==> config.mk <==
export PLATFORM = sky130hd
export DESIGN_NAME = nrzi_rx_unstuff_deser
export DESIGN_NICKNAME = d
export VERILOG_FILES = /design/src/rtl/nrzi_rx_unstuff_deser.sv
export SDC_FILE = /design/constraint.sdc
export NUM_CORES = 1
export LEC_CHECK = 0
export ABC_AREA = 1
export CAP_MARGIN = 10
export CORE_MARGIN = 2
export CORE_UTILIZATION = 54
export CTS_CLUSTER_DIAMETER = 40
export DETAILED_ROUTE_END_ITERATION = 8
export PLACE_DENSITY_LB_ADDON = 0.08
export SYNTH_ARGS = -nofsm -noshare
export SYNTH_HDL_FRONTEND = slang
export SYNTH_SLANG_ARGS = --single-unit
==> constraint.sdc <==
create_clock -name Nrzi_Rx_Clk -period 3.72 [get_ports Nrzi_Rx_Clk]
set_input_delay 0.558 -clock Nrzi_Rx_Clk [delete_from_list [all_inputs] [get_ports Nrzi_Rx_Clk]]
set_output_delay 0.558 -clock Nrzi_Rx_Clk [all_outputs]
set_load 0.1 [all_outputs]
==> src/rtl/nrzi_rx_unstuff_deser.sv <==
// nrzi_rx_unstuff_deser: USB receive path - NRZI decode, SYNC hunt, bit unstuffing, LSB-first deserialisation.
// Ports:
//   Nrzi_Rx_Clk / Nrzi_Rx_Rst     clock, synchronous active-high reset
//   Nrzi_Rx_Bit_In                raw NRZI line bit, qualified by Nrzi_Rx_Bit_Valid
//   Nrzi_Rx_Bit_Valid             one-cycle strobe per line bit
//   Nrzi_Rx_Se0                   line in SE0, qualified by Nrzi_Rx_Bit_Valid
//   Nrzi_Rx_Data_Out/_Data_Valid  assembled word (first bit in bit 0) and its one-cycle pulse
//   Nrzi_Rx_Eop/_Eop_Bits         EOP pulse and leftover bit count of the partial word
//   Nrzi_Rx_Stuff_Err             pulse on a stuff violation
//   Nrzi_Rx_Active                high while receiving payload
//   Nrzi_Rx_Err_Count             saturating stuff-error count, only with NRZI_RX_ERR_COUNT_EN defined
module nrzi_rx_unstuff_deser #(
  parameter int DATA_WIDTH = 8,
  parameter int STUFF_LIMIT = 6,
  parameter int SYNC_BITS = 8,
  parameter logic IDLE_LEVEL = 1'b1
) (
  input  logic                          Nrzi_Rx_Clk,
  input  logic                          Nrzi_Rx_Rst,
  input  logic                          Nrzi_Rx_Bit_In,
  input  logic                          Nrzi_Rx_Bit_Valid,
  input  logic                          Nrzi_Rx_Se0,
  output logic [DATA_WIDTH-1:0]         Nrzi_Rx_Data_Out,
  output logic                          Nrzi_Rx_Data_Valid,
  output logic                          Nrzi_Rx_Eop,
  output logic [$clog2(DATA_WIDTH)-1:0] Nrzi_Rx_Eop_Bits,
  output logic                          Nrzi_Rx_Stuff_Err,
  output logic                          Nrzi_Rx_Active
`ifdef NRZI_RX_ERR_COUNT_EN
  ,
  output logic [7:0]                    Nrzi_Rx_Err_Count
`endif
);
  localparam int BW = $clog2(DATA_WIDTH);
  localparam int OW = $clog2(STUFF_LIMIT + 1);
  localparam logic [SYNC_BITS-1:0] SYNC_PAT = SYNC_BITS'(1);
  typedef enum logic [1:0] {IDLE, DATA, ERROR} state_t;
  state_t state, state_nx;
  logic prev_line, prev_nx, dec;
  logic [SYNC_BITS-1:0] hunt, hunt_nx, hunt_sh;
  logic [OW-1:0] ones_cnt, ones_nx;
  logic [BW-1:0] bit_cnt, bit_nx, eop_bits_nx;
  logic [DATA_WIDTH-1:0] word, word_nx, data_nx;
  logic dv_nx, eop_nx, err_nx;
  assign dec = ~(Nrzi_Rx_Bit_In ^ prev_line);
  assign hunt_sh = {hunt[SYNC_BITS-2:0], dec};
  // An empty hunt register holds all 1s so that idle J bits (decoded 1s) can never complete a SYNC.
  always_comb begin
    state_nx = state;
    prev_nx = prev_line;
    hunt_nx = hunt;
    ones_nx = ones_cnt;
    bit_nx = bit_cnt;
    word_nx = word;
    data_nx = Nrzi_Rx_Data_Out;
    eop_bits_nx = Nrzi_Rx_Eop_Bits;
    dv_nx = 1'b0;
    eop_nx = 1'b0;
    err_nx = 1'b0;
    if (Nrzi_Rx_Bit_Valid) begin
      prev_nx = Nrzi_Rx_Se0 ? IDLE_LEVEL : Nrzi_Rx_Bit_In;
      case (state)
        IDLE: begin
          if (Nrzi_Rx_Se0) hunt_nx = '1;
          else if (hunt_sh == SYNC_PAT) begin
            state_nx = DATA;
            hunt_nx = '1;
            ones_nx = OW'(1);
            bit_nx = '0;
          end else hunt_nx = hunt_sh;
        end
        DATA: begin
          if (Nrzi_Rx_Se0) begin
            eop_nx = 1'b1;
            eop_bits_nx = bit_cnt;
            state_nx = IDLE;
          end else if (ones_cnt == OW'(STUFF_LIMIT)) begin
            // Bit after STUFF_LIMIT ones must be a stuffed 0; a 1 is a violation.
            err_nx = dec;
            state_nx = dec ? ERROR : DATA;
            ones_nx = '0;
          end else begin
            word_nx[bit_cnt] = dec;
            ones_nx = dec ? ones_cnt + 1'b1 : '0;
            dv_nx = (bit_cnt == BW'(DATA_WIDTH - 1));
            data_nx = dv_nx ? word_nx : Nrzi_Rx_Data_Out;
            bit_nx = dv_nx ? '0 : bit_cnt + 1'b1;
          end
        end
        default: state_nx = Nrzi_Rx_Se0 ? IDLE : ERROR;
      endcase
    end
  end
  always_ff @(posedge Nrzi_Rx_Clk) begin
    if (Nrzi_Rx_Rst) begin
      state <= IDLE;
      prev_line <= IDLE_LEVEL;
      hunt <= '1;
      ones_cnt <= '0;
      bit_cnt <= '0;
      word <= '0;
      Nrzi_Rx_Data_Out <= '0;
      Nrzi_Rx_Data_Valid <= 1'b0;
      Nrzi_Rx_Eop <= 1'b0;
      Nrzi_Rx_Eop_Bits <= '0;
      Nrzi_Rx_Stuff_Err <= 1'b0;
      Nrzi_Rx_Active <= 1'b0;
    end else begin
      state <= state_nx;
      prev_line <= prev_nx;
      hunt <= hunt_nx;
      ones_cnt <= ones_nx;
      bit_cnt <= bit_nx;
      word <= word_nx;
      Nrzi_Rx_Data_Out <= data_nx;
      Nrzi_Rx_Data_Valid <= dv_nx;
      Nrzi_Rx_Eop <= eop_nx;
      Nrzi_Rx_Eop_Bits <= eop_bits_nx;
      Nrzi_Rx_Stuff_Err <= err_nx;
      Nrzi_Rx_Active <= (state_nx == DATA);
    end
  end
`ifdef NRZI_RX_ERR_COUNT_EN
  always_ff @(posedge Nrzi_Rx_Clk) begin
    if (Nrzi_Rx_Rst) Nrzi_Rx_Err_Count <= '0;
    else if (err_nx && Nrzi_Rx_Err_Count != 8'hFF) Nrzi_Rx_Err_Count <= Nrzi_Rx_Err_Count + 1'b1;
  end
`else
`endif
endmodule

### Word-level counts from Yosys, hierarchy flattened

Index checks and enable logic that the tools add are counted.

* bits in registers: 39
* bits in latches: 0
* memory bits (writable): 0
* memory bits (read-only): 0
* output and inout port bits: 15
* memories kept: 0

* add/sub/neg operators: 2
* $mul: 0
* divide/modulo/power cells: 0
* order comparisons: 2
* equality and inequality tests: 9
* shift-type cells: 0
* multiplexer cells: 27
* bitwise operators: 6
* reduce and logical (&&, ||, !) cells: 12

Operators with widths (count)
* two-way mux 3 bit: 10
* two-way mux 2 bit: 7
* two-way mux 7 bit: 2
* one-hot mux 3 bit (2 select lines): 2
* AND reduction 5 bit: 2
* OR reduction 5 bit: 2
* bitwise mux 8 bit: 1
* == test 8 x 1 -> 1 bit (second input constant): 1
* != test 2 bit (second input constant): 4
* adder 3 x 1 -> 3 bit (second input constant): 2
* == test 3 bit (second input constant): 2
* AND reduction 6 bit: 1
* NOT 1 bit: 5
* == test 2 x 1 -> 1 bit (second input constant): 2
* < comparator 3 x 4 -> 1 bit (second input constant): 1
* one-hot mux 2 bit (2 select lines): 1
* AND reduction 4 bit: 1
* demux 1 bit (select 3 bit): 1
* >= comparator 3 x 1 -> 1 bit (second input constant): 1
* two-way mux 1 bit: 3
* AND reduction 3 bit: 1
* OR reduction 3 bit: 1
* zero test 2 bit: 1
* AND reduction 2 bit: 1
* 3 further kinds: 3

### Depth between registers and ports, before layout

* word-level depth: 8
* mapped depth: 11

### Worst setup path before layout

OpenSTA, ideal clock, no wires.

* path type: in2reg
* from: input port Nrzi_Rx_Se0
* to: register Nrzi_Rx_Data_Out[0]
* setup time: 0.127 ns
* arrival: 1.430 ns
* setup slack: 2.163 ns
* cell stages on the path: 9
* path buffers: 1
* path through: buf_6 > clkinv_2 > nand2_2 > nor3_4 > nand2_4 > clkinv_4 > nand2_1 > o21ai_2 > nor2_2

* word-level cells in the longest chain between the ends: 2

Ends and longest elaborated chain
* start: declaration: RTL line 22 `input logic Nrzi_Rx_Se0,`
* NOT 1 bit (no source line)
* AND reduction 5 bit (no source line)
* end signal: assignment: RTL line 115 `Nrzi_Rx_Data_Out <= data_nx;`
* end: declaration: RTL line 23 `output logic [DATA_WIDTH-1:0] Nrzi_Rx_Data_Out,`

No other way between the ends.
A chain may end at the register's enable or synchronous reset.

### Final worst setup path

* from: register Nrzi_Rx_Data_Out[1]
* to: output port Nrzi_Rx_Data_Out[1]

No word-level cell between the ends.

==> out/metrics.csv <==
metric,value,unit
slowest_delay,1140,ps
clk_pin_slew,110,ps
gp_congestion,0.8259,
routed_wl,3.510,mm
overflow,0,
post-place-ws,1248,ps
die_h,62.22,um
fin_crit_sh,64.88,%
ctsResizeCount,0,
outcome,"finished, final reports clean",
first_iter_violations,79,
vias_per_cell,5.016,
crit_path_start_kind,register,
post-cts-setup-buffers,0,
grt_pass1_wl,6.555,mm
dp_hpwl,2.600,mm
slowest_stage,clkdlybuf4s50_1,
setup_viol,0,
hold_viol_final,0,
core,0.003284,mm2
post-route-util,63.73,%
cts_buffer_depth,2,
syn_inst,255,
start_util,55.73,%
row_count,21,
final_cell_mix,"39 x dfxtp_1, 38 x nand2_1, 32 x nor2_1",
fin_skew,16.82,ps
die-area,0.003871,mm2
ctsHoldBuffers,0,
critPathRequiredTime,3160,ps
yosys_warnings,0,
antenna_found_initial,0,
h-tree-depth,2,
ys_ff_latch,39,
drc,0,
cts_made_buffers,5,
clk_latency,350,ps
postRouteAntennaNets,0,
hold_ws,495.9,ps
maxCapViolations,0,
syn_to_final_growth,14.35,%
io_pins,20,
peakVddDrop,0.2063,mV
timing.critical_path.fanout_max,2,
path_class,register to output pin,
die_x,62.22,um
layout_commonest_cell,dfxtp_1,
grt_pass1_vias,1539,
postPlaceCellArea,0.002039,mm2
diodes,0,
nets,284,
layout-drive-gt1-share,8.696,%
cp.buffers_inverters,1,
leakagePower,0.8846,nW
period_minus_slack,2414,ps
finalSetupTns,0,ps
worst_ep_arrival_time,1860,ps
fmax,414.3,MHz
slew_violations,0,
numPortBuffers,19,
syn_area_per_cell,7.178,um2
grt_max_degree,27,
avgRoutedWirePerCell,10.90,um
path_cells,clkdlybuf4s50_1,
cts-root-buf,clkbuf_4,
fin_area,0.002093,mm2
hold_path_class,register to register,
p_per_area,324.0,mW/mm2
synth_cell_types,27,
groute.usage.overall,20.99,%
maxSlewHeadroom,35.23,%
cp_top_family,buffers and inverters,
dr.pass1.iters,4,
synth_area,0.001831,mm2
cp-end-kind,output pin,
vias,1615,
cts_tree,yes,
rsz0062_at_grt,no,
max_slew.worst_pin.slew,968.6,ps
seq_area_frac_synth,42.65,%
worst_slack,1306,ps
cts_sinks,39,
syn_nets,264,
flip-flops by register name, indices dropped and copies added (netlist names):
signal and cells:
Nrzi_Rx_Eop 1, word 8, Nrzi_Rx_Data_Valid 1, hunt 7, Nrzi_Rx_Data_Out 8, ones_cnt 3, prev_line 1, Nrzi_Rx_Stuff_Err 1
state 2, Nrzi_Rx_Eop_Bits 3, bit_cnt 3, Nrzi_Rx_Active 1
Yosys cell counts:
cell type	count	area, um2
nand3_2	1	10.01
o21ai_0	30	150.1
clkbuf_1	2	7.510
clkinv_1	1	3.750
buf_2	1	5.000
nor3_1	7	35.03
buf_6	2	22.52
clkinv_4	1	8.760
nand2_1	38	142.6
nor2_2	2	12.51
inv_1	30	112.6
inv_2	2	7.510
dfxtp_1	39	780.8
a21oi_1	22	110.1
clkinv_2	1	5.000
nand2_2	2	12.51
nand3_1	25	125.1
o211ai_1	2	15.01
nor3_4	1	16.27
nand2_4	2	22.52
ha_1	4	50.05
a21oi_2	1	8.760
buf_1	1	3.750
o21ai_2	3	26.28
or2_2	1	6.260
nor2_1	32	120.1
o21ai_1	2	10.01
routing by layer:
metal	GRT usage [%]	routed length, um	up-vias
met1	27.80	1821	708
li1	-	-	873
met2	31.79	1496	27
met5	0	0	-
met4	8.889	34	0
met3	6.522	158	7
through the flow:
stage,power (mW),cells
5_1_grt,0.7169,322
6_report,0.6783,322
2_1_floorplan,0.4665,255
3_3_place_gp,0.4784,314
4_1_cts,0.6885,322
3_5_place_dp,0.4785,314
cells by family after synthesis:
| logic type | Yosys count | share of synthesized area [%] |
|---|---|---|
| AO/OA/AOI/OAI | 60 | 17.50 |
| adder cells (fa/ha/maj) | 4 | 2.734 |
| buffers and inverters | 41 | 9.637 |
| flip-flops | 39 | 42.65 |
| AND/OR/NAND/NOR | 111 | 27.48 |
path summary, 6_finish.rpt:
kind / start / to / slack [ps] / cells after the start
max reg2reg: ones_cnt[0]$_SDFFE_PP0P_ / Nrzi_Rx_Data_Out[1]$_SDFFE_PP0P_ / 1860 / 10
max: Nrzi_Rx_Data_Out[1]$_SDFFE_PP0P_ / Nrzi_Rx_Data_Out[1] / 1310 / 1
min reg2reg: Nrzi_Rx_Data_Out[7]$_SDFFE_PP0P_ / Nrzi_Rx_Data_Out[7]$_SDFFE_PP0P_ / 500 / 2
min: Nrzi_Rx_Data_Out[7]$_SDFFE_PP0P_ / Nrzi_Rx_Data_Out[7]$_SDFFE_PP0P_ / 500 / 2
cell type report:
cell class,instances,area [um2]
Fill cell,301,1191
Inverter,35,137.6
Timing Repair Buffer,19,190.2
Tap cell,46,57.56
Multi-Input combinational cell,175,873.3
Sequential cell,39,780.7
Clock inverter,2,12.51
Clock buffer,6,41.29
power by group:
group / internal, mW / switching [mW]
Sequential: 0.423 / 0.00228
Clock: 0.0729 / 0.136
Combinational: 0.0135 / 0.0307
Total: 0.509 / 0.169
(Power assumes the default switching activity.)
